$ cat config.mk
export PLATFORM = sky130hd
export DESIGN_NAME = counter
export DESIGN_NICKNAME = d
export VERILOG_FILES = /design/src/rtl/counter.sv
export SDC_FILE = /design/constraint.sdc
export NUM_CORES = 1
export LEC_CHECK = 0
export ABC_CLOCK_PERIOD_IN_PS = 2100
export BUFFER_PORTS_ARGS = -buffer_cell sky130_fd_sc_hd__buf_2
export CAP_MARGIN = 20
export CORE_ASPECT_RATIO = 1.1
export CORE_UTILIZATION = 40
export CTS_CLUSTER_DIAMETER = 150
export CTS_CLUSTER_SIZE = 14
export DETAILED_ROUTE_END_ITERATION = 12
export PLACE_DENSITY = 0.77
export REMOVE_ABC_BUFFERS = 1
export SLEW_MARGIN = 10
export SYNTH_ARGS = -nofsm -noshare
export SYNTH_HDL_FRONTEND = slang
export SYNTH_SLANG_ARGS = --single-unit
$ cat constraint.sdc
create_clock -name clock -period 2.1 [get_ports clock]
set_input_delay 0.42 -clock clock [delete_from_list [all_inputs] [get_ports clock]]
set_output_delay 0.42 -clock clock [all_outputs]
set_load 0.01 [all_outputs]
$ cat src/rtl/counter.sv
// Parameterised up/down counter with programmable step, synchronous clear,
// parallel load and a registered single-cycle wrap (carry/borrow) flag.
module counter #(
    parameter int WIDTH = 8,
    parameter int STEP  = 1
) (
    input  logic             clock,
    input  logic             reset,
    input  logic             clear,
    input  logic             load,
    input  logic [WIDTH-1:0] D,
    input  logic             en,
    input  logic             up,
    output logic [WIDTH-1:0] Q,
    output logic             wrap
);

    localparam logic [WIDTH:0] STEP_EXT = (WIDTH+1)'(STEP);

    logic [WIDTH-1:0] count_q, count_d;
    logic             wrap_q, wrap_d;
    logic [WIDTH:0]   sum;
    logic [WIDTH:0]   diff;

    // The extra MSB of each result is the carry (up) or borrow (down).
    assign sum  = {1'b0, count_q} + STEP_EXT;
    assign diff = {1'b0, count_q} - STEP_EXT;

    always_comb begin
        count_d = count_q;
        wrap_d  = 1'b0;
        if (clear) begin
            count_d = '0;
        end else if (load) begin
            count_d = D;
        end else if (en) begin
            if (up) begin
                count_d = sum[WIDTH-1:0];
                wrap_d  = sum[WIDTH];
            end else begin
                count_d = diff[WIDTH-1:0];
                wrap_d  = diff[WIDTH];
            end
        end
    end

    always_ff @(posedge clock or negedge reset) begin
        if (!reset) begin
            count_q <= '0;
            wrap_q  <= 1'b0;
        end else begin
            count_q <= count_d;
            wrap_q  <= wrap_d;
        end
    end

    assign Q    = count_q;
    assign wrap = wrap_q;

endmodule

==> results.sh, run 1 <==
export IMPL_avgSynthCellArea_um2=8.69
export IMPL_crit_arrival_ns=1.82
export IMPL_final_nets=114
export IMPL_finalInstanceArea_um2=792
export IMPL_hold_viol=0
export IMPL_final_setup_tns_ns=0
export IMPL_cts_setup_buffers=0
export IMPL_synth_adder_area_share_pct=3.84
export IMPL_tightestPinTransition_ns=0.371
export IMPL_utilization_pct=55.1
export IMPL_ys_ff_latch=9
export IMPL_synthSimpleGateAreaFrac_pct=27.6
export IMPL_irDropWorstVdd_uv=204
export IMPL_cts_max_level=1
export IMPL_die_area_mm2=0.00180
export IMPL_cts_buffer_depth=2
export IMPL_slew_headroom_pct=75.0
export IMPL_fin_skew_ns=0.00303
export IMPL_critPathMaxFanout=6
export IMPL_nFillCells=141
export IMPL_grt_overflow=0
export IMPL_setup_viol=0
export IMPL_worstSkewPairLatency_ns=0.26
export IMPL_cap_violations=0
export IMPL_min_period_ns=1.66
export IMPL_rows=14
export IMPL_synth_cell_area_um2=652
export IMPL_fin_hold_ws_ns=0.00405
export IMPL_synth_top_family_by_area="simple AND/OR/NAND/NOR gates"
export IMPL_rsz0062_at_grt="false"
export IMPL_start_util_pct=45.4
export IMPL_synth_top_area_share_pct=34.5
export IMPL_placed_area_um2=766
export IMPL_synth_area_leader_cell="dfrtp_1"
export IMPL_coreArea_mm2=0.00144
export IMPL_num_vias=670
export IMPL_cts_hold_buf=0
export IMPL_regArea_um2=225
export IMPL_dr_first_iter_drc_count=15
export IMPL_p_leak_nw=0.391
export IMPL_synth_cells=75
export IMPL_pin_count=23
export IMPL_die_w_um=40.5
export IMPL_synth_top_cells_by_area="dfrtp_1, xor2_1, nor2_1, nand2_1, ha_1"
export IMPL_drc=0
export IMPL_synth_compound_area_share_pct=17.3
export IMPL_grt_pass1_wl_mm=2.50
export IMPL_max_freq_mhz=602
export IMPL_drive_gt1_share_pct=29.9
export IMPL_cts_inserted_buffers=3
export IMPL_slew_violations=0
export IMPL_cp_required_ns=2.26
export IMPL_synthDistinctLibCells=30
export IMPL_fin_cells=113
export IMPL_grt_pass1_vias=559
export IMPL_antenna_found_initial=0
export IMPL_clock_sinks=9
export IMPL_io_buffers=22
export IMPL_multiInputGateArea_um2=392
export IMPL_cts_resized=0
export IMPL_synth_area_mux_share_pct=3.26
export IMPL_outcome="complete, no violations"
export IMPL_cts_tree="built"
export IMPL_synth_xor_area_share_pct=8.06
export IMPL_track_usage_pct=20.4
export IMPL_grt_start_max_net_pins=13
export IMPL_yosysWarnings=0
export IMPL_endpoint_kind="flop"
export IMPL_cts_root_buffer="clkbuf_4"
export IMPL_drtPass1Iterations=4
export IMPL_post_route_period_util_pct=79.1
export IMPL_holdCritPathClass="input port to asynchronous set/reset pin"
export IMPL_fp_dieH_um=44.3
export IMPL_layout_commonest_cell="buf_2"
export IMPL_wl_per_cell_um=14.2
export IMPL_dp_cells=109
export IMPL_seq_area_frac_synth_pct=34.5
export IMPL_crit_path_start_kind="flop"
export IMPL_diodes=0
export IMPL_routed_wl_mm=1.60
export IMPL_r2r_slack_ns=0.44
export IMPL_post_dp_hpwl_mm=1.20
export IMPL_critical_path_class="flop to flop"
export IMPL_gp_congestion=0.785
export IMPL_ant_nets=0
export IMPL_layout_common_cells="buf_2, dfrtp_1, nor2_1"
export IMPL_clkSlewWorstSetupHoldPaths_ns=0.06
export IMPL_via_per_inst=5.93
export IMPL_area_growth_syn_to_layout_pct=21.5
export IMPL_power_density_mw_per_mm2=571
-- final timing paths --
path,start,end,cells after the start
max,Q[0]$_DFFE_PN0P_,Q[4]$_DFFE_PN0P_,6
min,reset,Q[7]$_DFFE_PN0P_,1
max reg2reg,Q[0]$_DFFE_PN0P_,Q[4]$_DFFE_PN0P_,6
min reg2reg,Q[7]$_DFFE_PN0P_,wrap$_DFF_PN0_,2
max in group asynchronous,reset,Q[1]$_DFFE_PN0P_,1
min in group clock,D[1],Q[1]$_DFFE_PN0P_,3
-- metal layers --
metal / track usage (%) / vias to the layer above / wire length [um]
li1: - / 320 / -
met1: 28.8 / 321 / 716
met2: 30.8 / 25 / 772
met3: 1.51 / 4 / 83
met4: 10.0 / 0 / 27
met5: 0 / - / 0
-- metrics by stage --
step | setup slack [ns] | power [mW]
floorplan | 0.618 | 0.270
global placement | 0.469 | 0.317
detailed placement | 0.450 | 0.321
CTS | 0.448 | 0.456
global route | 0.367 | 0.482
finish | 0.439 | 0.452
-- critical path, cell delays in order, from the launching register on --
cell and delay (ns):
dfrtp_1 0.44, inv_1 0.08, ha_1 0.16, nor4b_2 0.32, o21ai_1 0.14, xor2_1 0.16
a211oi_1 0.27
-- sequential cells by signal, summed over array words and instances (netlist names) --
| signal | flops |
|---|---|
| Q | 8 |
| wrap | 1 |
-- report_power, final --
group	internal, mW	switching, mW
combinational	0.0501	0.0600
sequential	0.186	0.0239
clock	0.0732	0.0595
total	0.309	0.143
-- cells in the mapped netlist --
library cell and count:
mux2i_1 1, nand2_1 7, o21a_1 2, a21oi_1 2, and2_1 1, clkbuf_1 3, dfrtp_1 9, buf_2 1
and3_1 3, nor4b_2 1, xor2_1 5, mux2_1 1, a21o_1 1, nand3_1 3, xnor2_1 1, a31oi_1 1
nor4_1 2, o2111ai_1 1, a211oi_1 3, a32oi_1 2, o21ai_1 2, a311oi_2 1, ha_1 2, nand4_1 1
or3_1 1, nor2_1 9, inv_1 5, and4_2 1, nor4_2 1, and4_1 2
-- final cells by class --
type                            instances  share of cell area [%]
Clock buffer                            4                    3.32
Multi-Input combinational cell         57                    49.4
Tap cell                               16                    2.53
Inverter                                5                    2.37
Sequential cell                         9                    28.4
Timing Repair Buffer                   22                    13.9
-- cell families (layout without fill, tap and decap cells) --
family	after synthesis	after routing
DFF	9	9
buffers and inverters	9	31
xor gates and xnor gates	6	6
and+or+nand+nor	32	32
AOI/OAI and AO/OA	15	15
adders and majority gates	2	2
muxes	2	2
Power figures use the tool's default switching activity.
==> run 2, diff against run 1 <==
- ABC_AREA: default -> 1
- ABC_CLOCK_PERIOD_IN_PS: 2100 -> 1400
- PLACE_DENSITY: 0.77 -> 0.79
- clock period: 2.1 -> 1.4 ns (I/O delays scaled with it)
==> results.sh, run 2 <==
export IMPL_pin_count=23
export IMPL_cts_tree="built"
export IMPL_fin_cells=166
export IMPL_wl_per_cell_um=10.4
export IMPL_die_w_um=42.1
export IMPL_tightestPinTransition_ns=0.304
export IMPL_track_usage_pct=20.0
export IMPL_post_dp_hpwl_mm=1.33
export IMPL_synthTopCellsByCount="nand2_1, nor2_1, inv_1"
export IMPL_routed_wl_mm=1.73
export IMPL_min_period_ns=1.33
export IMPL_ys_ff_latch=9
export IMPL_cp_required_ns=1.59
export IMPL_synth_top_cells_by_area="dfrtp_1, nand2_1, nor2_1, nand3_1, inv_1"
export IMPL_irDropWorstVdd_uv=437
export IMPL_ys_async_sr_fraction_pct=100
export IMPL_met3WireLength_um=44
export IMPL_synth_area_leader_cell="dfrtp_1"
export IMPL_routed_top_layer="met4"
export IMPL_grt_pass1_vias=668
export IMPL_cts_inserted_buffers=3
export IMPL_crit_path_start_kind="flop"
export IMPL_power_density_mw_per_mm2=833
export IMPL_largest_register_ffs=8
export IMPL_clkSlewWorstSetupHoldPaths_ns=0.07
export IMPL_outcome="complete, no violations"
export IMPL_worstSkewPairLatency_ns=0.27
export IMPL_critical_path_class="flop to flop"
export IMPL_holdCritPathClass="input port to flop"
export IMPL_rows=15
export IMPL_drive_gt1_share_pct=26.2
export IMPL_post_route_period_util_pct=95.3
export IMPL_layout_commonest_cell="nand2_1"
export IMPL_rsz0062_at_grt="true"
export IMPL_area_growth_syn_to_layout_pct=29.6
export IMPL_yosysWarnings=0
export IMPL_wl_met1_um=828
export IMPL_grt_pass1_wl_mm=2.82
export IMPL_dr_first_iter_drc_count=7
export IMPL_ys_flop_type="dfrtp_1"
export IMPL_drc=0
export IMPL_diodes=0
export IMPL_synth_cell_area_um2=707
export IMPL_cts_buffer_depth=2
export IMPL_ant_nets=0
export IMPL_antenna_found_initial=0
export IMPL_die_area_mm2=0.00194
export IMPL_fin_hold_ws_ns=0.282
export IMPL_dp_cells=159
export IMPL_slew_headroom_pct=79.6
export IMPL_drtPass1Iterations=4
export IMPL_slew_violations=0
export IMPL_num_vias=833
export IMPL_met2_length_um=816
export IMPL_coreArea_mm2=0.00161
export IMPL_via_per_inst=5.02
export IMPL_clock_sinks=9
export IMPL_nFillCells=163
export IMPL_layout_common_cells="nand2_1, nor2_1, buf_2"
export IMPL_seq_area_frac_synth_pct=31.9
export IMPL_hold_viol=0
export IMPL_setup_viol=0
export IMPL_synth_edf_count=0
export IMPL_cts_root_buffer="clkbuf_4"
export IMPL_cts_max_level=1
export IMPL_synth_most_common_cell="nand2_1"
export IMPL_start_util_pct=43.8
export IMPL_p_leak_nw=0.510
export IMPL_fin_skew_ns=0.00234
export IMPL_final_nets=166
export IMPL_endpoint_kind="flop"
export IMPL_max_freq_mhz=749
export IMPL_avgSynthCellArea_um2=6.04
export IMPL_synth_cells=117
export IMPL_grt_start_max_net_pins=10
export IMPL_synth_top_area_share_pct=31.9
export IMPL_critPathMaxFanout=5
export IMPL_fp_dieH_um=46.1
export IMPL_gp_congestion=0.804
export IMPL_cap_violations=0
export IMPL_synthDistinctLibCells=20
export IMPL_io_buffers=22
export IMPL_grt_overflow=0
export IMPL_crit_arrival_ns=1.53
run 2: cell count changes in the layout (fill, tap and decap cells not counted), moves of 3 or more:
cell	before	now
a211oi_1	3	0
and3_1	3	0
buf_4	0	7
inv_1	5	12
inv_2	0	3
nand2_1	7	31
nand3_1	3	13
nor2_1	9	24
o21ai_0	0	4
xor2_1	5	0
run 2: cell families after synthesis:
logic type,synth area share [%]
AND/OR/NAND/NOR,44.8
flip-flops,31.9
buffers and inverters,10.1
adder cells (fa/ha/maj),3.54
AO/OA/AOI/OAI,9.74
run 2: worst max-delay path, stage by stage, from the launching register on:
cell	delay, ns
dfrtp_1	0.42
inv_1	0.08
ha_1	0.19
inv_2	0.06
o21ai_1	0.06
or2_2	0.27
nand3_1	0.06
nand2_1	0.04
o21ai_0	0.06
run 2: routing by layer:
layer / global-route usage [%] / vias up
li1: - / 439
met4: 15.0 / 0
met3: 3.53 / 4
met2: 31.3 / 16
met5: 0 / -
met1: 25.1 / 374
run 2: path summary, 6_finish.rpt:
kind                                  start                to  slack (ns)  depth (start not counted)
max                        Q[1]$_DFFE_PN0P_  Q[2]$_DFFE_PN0P_        0.07                          8
min                                   clear    wrap$_DFF_PN0_        0.28                          3
max reg2reg                Q[1]$_DFFE_PN0P_  Q[2]$_DFFE_PN0P_        0.07                          8
min reg2reg                Q[7]$_DFFE_PN0P_  Q[7]$_DFFE_PN0P_        0.56                          2
max in group asynchronous             reset  Q[0]$_DFFE_PN0P_        0.80                          2
min in group asynchronous             reset  Q[1]$_DFFE_PN0P_        0.39                          2
run 2: through the flow:
step / setup slack (ns) / cell area [um2] / utilization [%] / TNS (ns) / power (mW)
6_report: 0.0652 / 916 / 56.7 / 0 / 0.763
5_1_grt: -0.0317 / 916 / 56.7 / -0.0935 / 0.819
3_5_place_dp: 0.0184 / 861 / 53.3 / 0 / 0.539
2_1_floorplan: 0.0625 / 692 / - / 0 / 0.449
4_1_cts: 0.00292 / 897 / 55.6 / 0 / 0.755
3_3_place_gp: 0.0803 / 861 / 53.3 / 0 / 0.533
run 2: area by class of cell:
cell class | count | area [um2] | area share [%]
clock buffer | 4 | 26.3 | 2.87
inverter | 15 | 56.3 | 6.15
multi-input combinational | 91 | 413 | 45.1
sequential | 9 | 226 | 24.7
tap | 17 | 21.3 | 2.32
timing repair buffer | 30 | 173 | 18.9
run 2: where the power goes:
| part | leakage [nW] | internal (mW) | total, mW | switching, mW |
|---|---|---|---|---|
| clock | 0.0150 | 0.110 | 0.213 | 0.102 |
| combinational | 0.379 | 0.102 | 0.228 | 0.126 |
| sequential | 0.116 | 0.283 | 0.322 | 0.0388 |
| total | 0.510 | 0.496 | 0.763 | 0.267 |
run 2: what timing repair did:
| action | 4_1_cts | 5_1_grt |
|---|---|---|
| setup endpoints to repair | 0 | 4 |
| buffers inserted | 0 | 2 |
| endpoints found under the hold margin | 9 | 0 |
| resized for setup | 0 | 6 |
| hold buffers | 1 | 0 |
